`config.mk`:
```
export PLATFORM = sky130hd
export DESIGN_NAME = part_2_upload_packer
export DESIGN_NICKNAME = d
export VERILOG_FILES = /design/src/rtl/part_2_upload_packer.sv
export SDC_FILE = /design/constraint.sdc
export NUM_CORES = 1
export LEC_CHECK = 0
export CAP_MARGIN = 10
export CORE_ASPECT_RATIO = 1.5
export CORE_MARGIN = 2
export CORE_UTILIZATION = 52
export DETAILED_ROUTE_END_ITERATION = 7
export HOLD_SLACK_MARGIN = 0.1
export PLACE_DENSITY = 0.83
export SYNTH_ARGS = -nofsm -noshare
export SYNTH_HDL_FRONTEND = slang
export SYNTH_SLANG_ARGS = --single-unit
```
`constraint.sdc`:
```
create_clock -name clk_i -period 3.2 [get_ports clk_i]
set_input_delay 0.32 -clock clk_i [delete_from_list [all_inputs] [get_ports clk_i]]
set_output_delay 0.32 -clock clk_i [all_outputs]
set_load 0.05 [all_outputs]
```
`src/rtl/part_2_upload_packer.sv`:
```
// part_2_upload_packer
// Upstream stage of the target-side export path. Samples the partition outputs
// {valid, o_data} once per rising edge of the mission clock level clk_0_h, as
// seen from the utility clock. Each sample gets a sequence tag and is queued in
// a small FIFO, which is presented to the transactor over valid/ready.
//
// Ports
//   clk_i, rst_i      utility clock, synchronous active-high reset
//   clk_0_h           mission clock level, sampled on clk_i
//   freeze_i          while high, mission edges are ignored (lost, not deferred)
//   valid, o_data     partition outputs forming the captured vector
//   flush_i           single-cycle pulse that empties the FIFO
//   vec_o, vec_seq_o  head vector {valid, o_data} and its sequence tag
//   vec_valid_o       FIFO is not empty
//   vec_ready_i       transactor accepts the head entry
//   fifo_level_o      occupancy 0..DEPTH
//   overflow_o        sticky: a capture was dropped on a full FIFO
//   drop_cnt_o        saturating count of dropped captures
module part_2_upload_packer #(
    parameter int DEPTH       = 8,
    parameter int DATA_W      = 8,
    parameter int CAPTURE_ALL = 1
) (
    input  logic                     clk_i,
    input  logic                     rst_i,
    input  logic                     clk_0_h,
    input  logic                     freeze_i,
    input  logic                     valid,
    input  logic [DATA_W-1:0]        o_data,
    input  logic                     flush_i,
    output logic [DATA_W:0]          vec_o,
    output logic [7:0]               vec_seq_o,
    output logic                     vec_valid_o,
    input  logic                     vec_ready_i,
    output logic [$clog2(DEPTH):0]   fifo_level_o,
    output logic                     overflow_o,
    output logic [15:0]              drop_cnt_o
);

    localparam int PTR_W = $clog2(DEPTH);
    localparam int LVL_W = PTR_W + 1;

    logic [DATA_W:0]    vec_mem [DEPTH];
    logic [7:0]         seq_mem [DEPTH];

    logic [PTR_W-1:0]   wr_ptr;
    logic [PTR_W-1:0]   rd_ptr;
    logic [LVL_W-1:0]   level;
    logic [7:0]         seq;
    logic               clk_0_h_d;
    logic               first_cap;
    logic [DATA_W:0]    last_vec;

    logic [DATA_W:0]    cur_vec;
    logic               mission_edge;
    logic               differs;
    logic               capture;
    logic               full;
    logic               pop;
    logic               push;
    logic               drop;

    always_comb begin
        cur_vec      = {valid, o_data};
        // A capture in the flush cycle is suppressed by masking the edge itself.
        mission_edge = clk_0_h & ~clk_0_h_d & ~freeze_i & ~flush_i;
        differs      = first_cap | (cur_vec != last_vec);
        capture      = mission_edge & ((CAPTURE_ALL != 0) | differs);
        full         = (level == LVL_W'(DEPTH));
        pop          = (level != '0) & vec_ready_i;
        // When full, a same-cycle pop frees the slot the push needs.
        push         = capture & (~full | pop);
        drop         = capture & full & ~pop;
    end

    // Control state
    always_ff @(posedge clk_i) begin
        if (rst_i) begin
            // Held at 1 so clk_0_h already high out of reset is not an edge.
            clk_0_h_d  <= 1'b1;
            first_cap  <= 1'b1;
            seq        <= '0;
            wr_ptr     <= '0;
            rd_ptr     <= '0;
            level      <= '0;
            overflow_o <= 1'b0;
            drop_cnt_o <= '0;
        end else begin
            clk_0_h_d <= clk_0_h;
            if (capture) begin
                first_cap <= 1'b0;
                seq       <= seq + 8'd1;
            end
            if (drop) begin
                overflow_o <= 1'b1;
                if (drop_cnt_o != 16'hFFFF)
                    drop_cnt_o <= drop_cnt_o + 16'd1;
            end
            if (flush_i) begin
                wr_ptr <= '0;
                rd_ptr <= '0;
                level  <= '0;
            end else begin
                if (push)
                    wr_ptr <= wr_ptr + 1'b1;
                if (pop)
                    rd_ptr <= rd_ptr + 1'b1;
                case ({push, pop})
                    2'b10:   level <= level + 1'b1;
                    2'b01:   level <= level - 1'b1;
                    default: level <= level;
                endcase
            end
        end
    end

    // Data storage; last_vec only matters once first_cap has cleared.
    always_ff @(posedge clk_i) begin
        if (capture)
            last_vec <= cur_vec;
        if (push) begin
            vec_mem[wr_ptr] <= cur_vec;
            seq_mem[wr_ptr] <= seq;
        end
    end

    // Head is forced to zero when empty so stale entries never show.
    always_comb begin
        vec_valid_o  = (level != '0);
        vec_o        = vec_valid_o ? vec_mem[rd_ptr] : '0;
        vec_seq_o    = vec_valid_o ? seq_mem[rd_ptr] : '0;
        fifo_level_o = level;
    end

endmodule

```
==> summary.md <==
| Metric | Value |
|---|---|
| Outcome | `complete, no violations` |
| Critical Path Fanout Max | `7` |
| PnR worst setup slack | `558 ps` |
| Post-DR vias/cell | `around 5.9` |
| Seq. cell area | `between 4000 and 5000 um^2` |
| Switching power total | `~950 uW` |
| Initial antenna violation count | `0` |
| Adder-Cell Fraction of Synth Area | `1.35%` |
| Fin util | `a little over three fifths` |
| Fill cell count | `between 900 and 1000` |
| IO buf count | `53` |
| Fin nets | `526` |
| P_int | `between 3 and 4 mW` |
| Net Count, Synth | `between 400 and 500` |
| Main synth FF type | `edfxtp_1` |
| Fmax | `0.378 GHz` |
| Post-Synthesis Cells | `about 440` |
| Synth Area per Inst | `about 16 um^2` |
| # setup viols final | `0` |
| Period utilization | `between 80% and 90%` |
| CP startpoint kind | `register` |
| Vias in the first global route | `4168` |
| FF+latch count, synth | `175` |
| Slew Limit Fails | `0` |
| CTS tree | `yes` |
| Final hold slack | `~450 ps` |
| Max IR drop VDD | `0.379 mV` |
| First-pass GRT wire length | `about 22 mm` |
| Max_cap viols | `0` |
| DIE WIDTH | `slightly below 100 um` |
| Worst setup skew after layout | `6.89 ps` |
| IO Pins | `between 50 and 60` |
| Top-count cell post-synth | `edfxtp_1` |
| Fin crit period | `about 2600 ps` |
| Unrepaired setup endpoints after global routing | `false` |
| Post-DP HPWL | `~8.4 mm` |
| Main combinational cell family by area after synthesis | `multiplexers` |
| Setup Buffers After CTS | `0` |
| Total track usage | `19.8%` |
| Distinct cells, synth | `41` |
| Synth area leaders | `edfxtp_1 (58%), dfxtp_1 (11%), mux4_2 (11%), mux2i_1 (2.8%), nor2_1 (1.9%)` |
| Vias post-DR | `3995` |
| Clock sink count | `175` |
| Switching Fraction | `between 20% and 30%` |
| Synth warn | `0` |
| Post-synth ARST share | `0%` |
| Relative slew slack | `between 40% and 50%` |
| Max stage delay on crit path | `between 500 and 600 ps` |
| Starting Density | `52.7%` |
| CTS clk-pin slew, worst paths | `around 70 ps` |
| Footprint of the multi-input gates | `roughly 2100 um^2` |
| Power density cells | `around 540 nW/um^2` |
| Power Total | `between 4 and 5 mW` |
| Worst min path class | `register to register` |
| Layout area overhead | `20.2%` |
| Slowest cell on the critical path | `or3_1` |
| Sum Neg Setup Slack | `0 ps` |
| Simple-Gate Fraction of Synth Area | `under 10%` |
| WL per Instance | `around 20 um` |
| H-tree depth | `4` |
| CTS Hold Bufs | `0` |
| Synth top cells by count | `edfxtp_1 (136), dfxtp_1 (39), nor2_1 (35)` |
| Std-Cell Rows | `52` |
| Post-Synth XOR/XNOR Area | `around 1.4%` |
| Largest net degree at the start of global routing | `35` |
| Ant diodes | `0` |
| Compound-Gate Fraction of Synth Area | `a little under 4%` |
| Comb power frac | `between 2 and 2.5%` |
| Multiplexer area fraction after synthesis | `~14%` |
| Post-synth EDFFs | `around 140` |
| Grt ovf | `0` |
| Synth top area share | `slightly below 60%` |
| Post-Route WL | `between 10 and 15 mm` |
| Root Buffer | `clkbuf_16` |
| Drt pass-1 iters | `4` |
| Largest area contributor in the netlist | `edfxtp_1` |
| Gp weighted congestion | `0.773` |
| Share of cells above drive strength 1 | `22.1%` |
| WP data arrival | `approximately 3000 ps` |
| Die H | `approximately 150 um` |
| Worst Setup End Kind | `register` |
| Hold Vio Cnt, Final | `0` |
| Clock Power Share | `between 40% and 50%` |
| Routed Antenna Nets | `0` |
| Residual DRC | `0` |
| Slew @ Worst Pin | `between 700 and 800 ps` |
| Detailed Route Iter0 Violations | `between 200 and 300` |
| Critical path class | `register to register` |
| Die area | `about 14000 um^2` |
| Pre-CTS setup slack | `~180 ps` |
| CP Cell Sequence | `or3_1, nor2_2, inv_1, nand3_1, inv_1, ha_1, a21o_1, a21oi_1, mux2i_1, mux2i_1` |
| Total CTS buffers | `17` |
| Leak Pwr | `between 2 and 3 nW` |
| CTS max path bufs | `2` |
| Sequential fraction of the synthesis area | `roughly 69%` |
| Placeable Area | `roughly 13000 um^2` |
| WP data required | `around 3600 ps` |
| Sequential Power Share | `53.0%` |
| Post-cts resize count | `0` |
| Mapped Area | `7030 um^2` |
| Skew-Pair Late Insertion Delay | `about 420 ps` |
final cells by class:
type,instances,area share (%)
Sequential cell,175,57.6
Clock buffer,17,5.04
Inverter,6,0.267
Clock inverter,15,2.03
Tap cell,162,2.40
Multi-Input combinational cell,233,24.8
Timing Repair Buffer,71,7.82
worst max-delay path, delay by kind of cell, from the launching register on:
kind            cells  cell delay (ps)
compound gates      2              380
fa+ha+maj           1              290
buf+inv             2              240
flops               1              370
mux                 2              440
simple gates        3              850
cells by family (layout without fill, tap and decap cells):
| family | Yosys count | after routing |
|---|---|---|
| DFF | 175 | 175 |
| xor gates and xnor gates | 11 | 11 |
| buffers and inverters | 28 | 109 |
| and+or+nand+nor | 113 | 113 |
| AOI/OAI and AO/OA | 46 | 46 |
| muxes | 56 | 56 |
| adders and majority gates | 7 | 7 |
metrics by stage:
step	std cells	cell area (um^2)
global placement	647	7850
finish	679	8440
global route	679	8440
detailed placement	647	7850
floorplan	436	7030
CTS	679	8440
registers in the layout, summed over array words and instances (netlist names), named ones only:
name	count
vec_mem	72
seq_mem	64
drop_cnt_o	16
seq	8
fifo_level_o	4
rd_ptr	3
wr_ptr	3
clk_0_h_d	1
overflow_o	1
per-layer routing:
layer,routed length [um],up-vias,GRT usage [%]
met1,5290,1993,23.9
li1,-,1858,-
met2,7350,131,34.2
met3,764,13,5.17
met5,0,-,0
met4,187,0,7.19
cells in the final DEF (no fill, tap or decap), drive strengths merged, types with 10 or more instances in the layout:
master,n
a21oi,21
buf,35
clkbuf,17
clkdlybuf4s50,36
dfxtp,39
edfxtp,136
inv,15
mux2i,20
mux4,34
nand2,14
nand3,10
nor2,36
o31ai,10
or4,11
path summary, 6_finish.rpt:
kind         slack, ps  depth (start not counted)                         start                            to
max                560                         10  fifo_level_o[0]$_SDFFE_PP0P_  fifo_level_o[3]$_SDFFE_PP0P_
min                450                          2       overflow_o$_SDFFE_PP0P_       overflow_o$_SDFFE_PP0P_
max reg2reg        560                         10  fifo_level_o[0]$_SDFFE_PP0P_  fifo_level_o[3]$_SDFFE_PP0P_
min reg2reg        450                          2       overflow_o$_SDFFE_PP0P_       overflow_o$_SDFFE_PP0P_
power by group through the flow:
stage / logic (mW) / clock network, mW / registers, mW
after floorplan: 0.0530 / 0 / 2.49
after global placement: 0.102 / 0 / 2.49
after detailed placement: 0.105 / 0 / 2.49
after CTS: 0.106 / 2.09 / 2.44
after global routing: 0.112 / 2.18 / 2.44
final: 0.104 / 2.06 / 2.44
No activity file was read; power rests on OpenSTA's default activity.
==> patch 1, RTL diff (same settings) <==
Set the parameter `DEPTH` to 16 (it was 8).
--- a/src/rtl/part_2_upload_packer.sv
+++ b/src/rtl/part_2_upload_packer.sv
@@ -17,7 +17,7 @@
 //   overflow_o        sticky: a capture was dropped on a full FIFO
 //   drop_cnt_o        saturating count of dropped captures
 module part_2_upload_packer #(
-    parameter int DEPTH       = 8,
+    parameter int DEPTH       = 16,
     parameter int DATA_W      = 8,
     parameter int CAPTURE_ALL = 1
 ) (
Ports: changed (resized fifo_level_o); port bits go from 54 to 55. No check against the original RTL was run, so the function may have changed too.
==> patch 1 against the original RTL <==
- worst setup slack got worse by 0.43 ns
- total power increased by 71%
- sequential share of layout area increased by 4.9 points
- sequential cell count increased by 140
- cell area increased by 71%
- routed wire length increased by 94%
- first-iteration DRC count increased to 2.5 times the old value
- die area increased by 73%
- combinational power increased by 24%
- area after synthesis increased by 76%
- fmax decreased by 14%
- count of clock-buffer cells in the layout increased by 20
- clock power increased by 61%
- utilization decreased by 2.0 points
- critical path type is now reg -> out
- largest power group unchanged
==> patch 1: results <==
group,metric,value,unit
status,status,"complete, no violations",
hold_path,min_path_type,"in -> reg",
yosys,synth_nets,687,
yosys,synth-main-ff-cell,"edfxtp_1",
yosys,synth_edf_count,272,
clock_tree,clk_latency,0.54,ns
cells_and_area,final_layout_size_suffix_gt1_frac,0.256,
clock_tree,cts_inserted_buffers,28,
setup_path,cp_data_arrival_time,2.75,ns
setup_path,cp_max_fo,17,
place,dp_hpwl,16600,um
grt,grt_max_degree,33,
clock_tree,htree_levels,1,
grt,grt_pass1_vias,6744,
place,pre_cts_slack,0.185,ns
detailed_routing,drt_wl_total,26300,um
cells_and_area,nets,775,
yosys,synthTopCellsByArea,"edfxtp_1 (66%), mux4_2 (12%), dfxtp_1 (6.9%), mux2i_1 (3.1%), nor2_1 (1.5%)",
grt,grt_pass1_wl,39700,um
place,globalplace.congestion,0.870,
yosys,ys_seq_area_frac,0.729,
cells_and_area,num_antenna_cells,0,
grt,antenna_found_initial,0,
clock_tree,postCtsSetupRepairBufs,0,
power,ir_drop,0.472,mV
power,leakagePower,4.57,nW
detailed_routing,vias,6431,
yosys,avgSynthCellArea,18.7,sq um
place,placed_cell_area,13500,sq um
timing,fin_skew,0.00999,ns
clock_tree,clockBufferDepth,3,
yosys,synth.distinct_cells,46,
yosys,yosys-top-cells-count,"edfxtp_1 (272), mux4_2 (68), nor2_1 (49), dfxtp_1 (43), mux2i_1 (38)",
clock_tree,path_clk_slew,0.06,ns
timing,fmax,325,MHz
place,io_buffers,54,
place,dpl.cell_count,1038,
grt,grt_usage,0.216,
detailed_routing,viasPerCell,5.90,
detailed_routing,drt_iter0_drc,637,
cells_and_area,top_regs,"vec_mem (144), seq_mem (128), drop_cnt_o (16)",
detailed_routing,firstDrtPassIters,4,
timing,maxSlewHeadroom,0.465,
patch 1: path summary, 6_finish.rpt:
path	startpoint	endpoint	slack (ns)	cells past startpoint
setup / recovery	fifo_level_o[0]	vec_seq_o[6]	0.13	6
hold / removal	clk_0_h	clk_0_h_d	0.42	2
setup reg to reg	fifo_level_o[0]	fifo_level_o[4]	0.62	11
hold reg to reg	overflow_o	overflow_o	0.47	2
patch 1: per-layer routing:
layer / GRT usage / vias up / share of wire / wire, um
met1: 0.254 / 3302 / 0.36 / 9580
li1: - / 2814 / - / -
met4: 0.0761 / 0 / 0.031 / 810
met3: 0.0353 / 52 / 0.060 / 1570
met5: 0 / - / 0 / 0
met2: 0.400 / 263 / 0.55 / 14400
patch 1: timing repair:
action,4_1_cts,5_1_grt
resized for setup,0,1
hold buffers,0,0
setup endpoints to repair,0,4
patch 1: final cells by class:
cell class | count | area, sq um
Tap cell | 319 | 399
Inverter | 7 | 26.3
Clock buffer | 37 | 791
Multi-Input combinational cell | 307 | 3250
Fill cell | 1597 | 9120
Clock inverter | 15 | 124
Timing Repair Buffer | 90 | 818
Sequential cell | 315 | 9030
patch 1: power by group:
| part | internal (mW) | switching [mW] | total [mW] |
|---|---|---|---|
| registers | 4.43 | 0.00567 | 4.44 |
| clock network | 1.90 | 1.41 | 3.31 |
| logic | 0.0452 | 0.0836 | 0.129 |
patch 1: worst max-delay path, stage by stage (launching register included):
cell and delay (ns):
dfxtp_1 0.36, nor4_1 0.29, buf_4 0.19, nand2_1 0.14
nand2_1 0.63, o22ai_1 0.33, buf_4 0.28
patch 1: logic make-up after synthesis:
logic type      Yosys count  share of synthesized area
xor+xnor                 28                     0.0198
simple gates            124                     0.0530
compound gates           37                     0.0187
buf+inv                  39                     0.0131
fa+ha+maj                11                     0.0117
mux                     107                      0.155
flops                   315                      0.729
==> patch 2, RTL diff (config.mk and constraints unchanged) <==
Without the edit above. Reset style: asynchronous (`rst_i`), changed in one clocked block. Comments in the files are not updated.
--- a/src/rtl/part_2_upload_packer.sv
+++ b/src/rtl/part_2_upload_packer.sv
@@ -74,7 +74,7 @@
     end
 
     // Control state
-    always_ff @(posedge clk_i) begin
+    always_ff @(posedge clk_i or posedge rst_i) begin
         if (rst_i) begin
             // Held at 1 so clk_0_h already high out of reset is not an edge.
             clk_0_h_d  <= 1'b1;
Check against the original RTL: differs if rst_i is asserted again (counterexample within 4 cycles, from zero or initial values and one cycle with rst_i high); with rst_i held inactive, the same outputs for 10 cycles.
==> patch 2 against the original RTL <==
- routed wire length increased by 1.1%
- sequential cell count decreased by 3
- worst hold slack got worse by 0.14 ns
- area after synthesis increased by 0.59%
- critical path type is now reg -> out
- worst setup slack got worse by 0.20 ns
- die area increased by 0.57%
- sequential share of layout area increased by 1.1 points
- cell area increased by 0.52%
- first-iteration DRC count increased by 0.79%
- synthesized cell count decreased by 6.7%
Power is not compared: it rests on default switching activity, and its combinational part moved more than twofold at a synthesized area within 25%.
==> patch 2: results <==
group,metric,value,unit
cells_and_area,num-fill-cells,918,
grt,grt_pass1_vias,4093,
place,dp_hpwl,8380,um
yosys,async_flop_share,0.209,
setup_path,rrSetupSlack,0.46,ns
die,dieArea,14600,sq um
cells_and_area,final_layout_size_suffix_gt1_frac,0.231,
yosys,synth-xor-area-share,0.0297,
detailed_routing,vias,3845,
detailed_routing,wl_per_cell,20.9,um
timing,maxSlewHeadroom,0.530,
grt,grt_pass1_wl,22100,um
setup_path,rr_startpoint,"fifo_level_o[1]",
place,dpl.cell_count,624,
yosys,synth_compound_area_frac,0.0207,
yosys,ys_seq_area_frac,0.705,
grt,grt_usage,0.204,
setup_path,r2r_end,"fifo_level_o[3]",
cells_and_area,nets,503,
yosys,synth_mux_area_frac,0.138,
setup_path,cp_max_fo,13,
setup_path,cp_top_family,"simple AND/OR/NAND/NOR gates",
detailed_routing,drt_iter0_drc,256,
yosys,avgSynthCellArea,17.4,sq um
setup_path,ff2ff_path_depth,7,
yosys,synth.distinct_cells,50,
timing,fin_skew,0.0136,ns
place,globalplace.congestion,0.765,
hold_path,min_path_type,"in -> async",
yosys,synth_nets,429,
cells_and_area,fin_cells,656,
status,status,"complete, no violations",
[patch 2: cell types whose count changed after synthesis, moves of 5 or more]
cell | before | now
or3_1 | 6 | 1
dfxtp_1 | 39 | 0
xor2_1 | 7 | 13
dfrtp_1 | 0 | 35
a21oi_1 | 21 | 5
o31ai_1 | 10 | 0
or4_1 | 11 | 1
xnor2_1 | 4 | 11
[patch 2: cell families after synthesis]
logic type               count (synthesis)
flip-flops                             172
buffers and inverters                   24
AO/OA/AOI/OAI                           21
XOR/XNOR                                24
adder cells (fa/ha/maj)                  7
AND/OR/NAND/NOR                        104
multiplexers                            55
[patch 2: cell type report]
class | count | share of cell area
inverters | 6 | 0.00265
repair buffers | 73 | 0.0764
clock inverters | 15 | 0.0252
flip-flops and latches | 172 | 0.588
multi-input cells | 211 | 0.234
clock buffers | 17 | 0.0501
well taps | 162 | 0.0239
[patch 2: power breakdown]
| part | total [mW] | switching, mW | internal [mW] |
|---|---|---|---|
| combinational | 2.08 | 1.31 | 0.772 |
| sequential | 2.67 | 0.144 | 2.53 |
| clock | 2.20 | 0.871 | 1.33 |
[patch 2: stage by stage]
| step | setup slack, ns | hold WS, ns |
|---|---|---|
| detailed placement | 0.368 | 0.473 |
| CTS | 0.313 | 0.329 |
| floorplan | 0.167 | 0.324 |
| global route | 0.129 | 0.365 |
| finish | 0.356 | 0.311 |
| global placement | 0.483 | 0.457 |
[patch 2: worst reg2reg max path: stages (launching register included)]
cell       delay [ns]
dfrtp_1          0.48
o41ai_1          0.66
nor2_1           0.27
ha_1             0.35
a21o_1           0.15
a21oi_1          0.11
a2111oi_0        0.50
nor4_1           0.11
[patch 2: routing by layer]
layer	GRT usage	vias up	wire length (um)
met5	0	-	0
met4	0.0733	0	255
met3	0.0476	17	600
met2	0.358	102	7590
met1	0.245	1982	5300
li1	-	1744	-
[patch 2: how the worst max path moves through the flow]
stage | start | endpoint
final | fifo_level_o[1] | vec_seq_o[1]
after global routing | fifo_level_o[1] | fifo_level_o[3]
after CTS | fifo_level_o[1] | vec_seq_o[1]
after detailed placement | flush_i | seq_mem[4][2]
after global placement | clk_0_h | fifo_level_o[3]
after floorplan | clk_0_h_d | seq_mem[0][0]
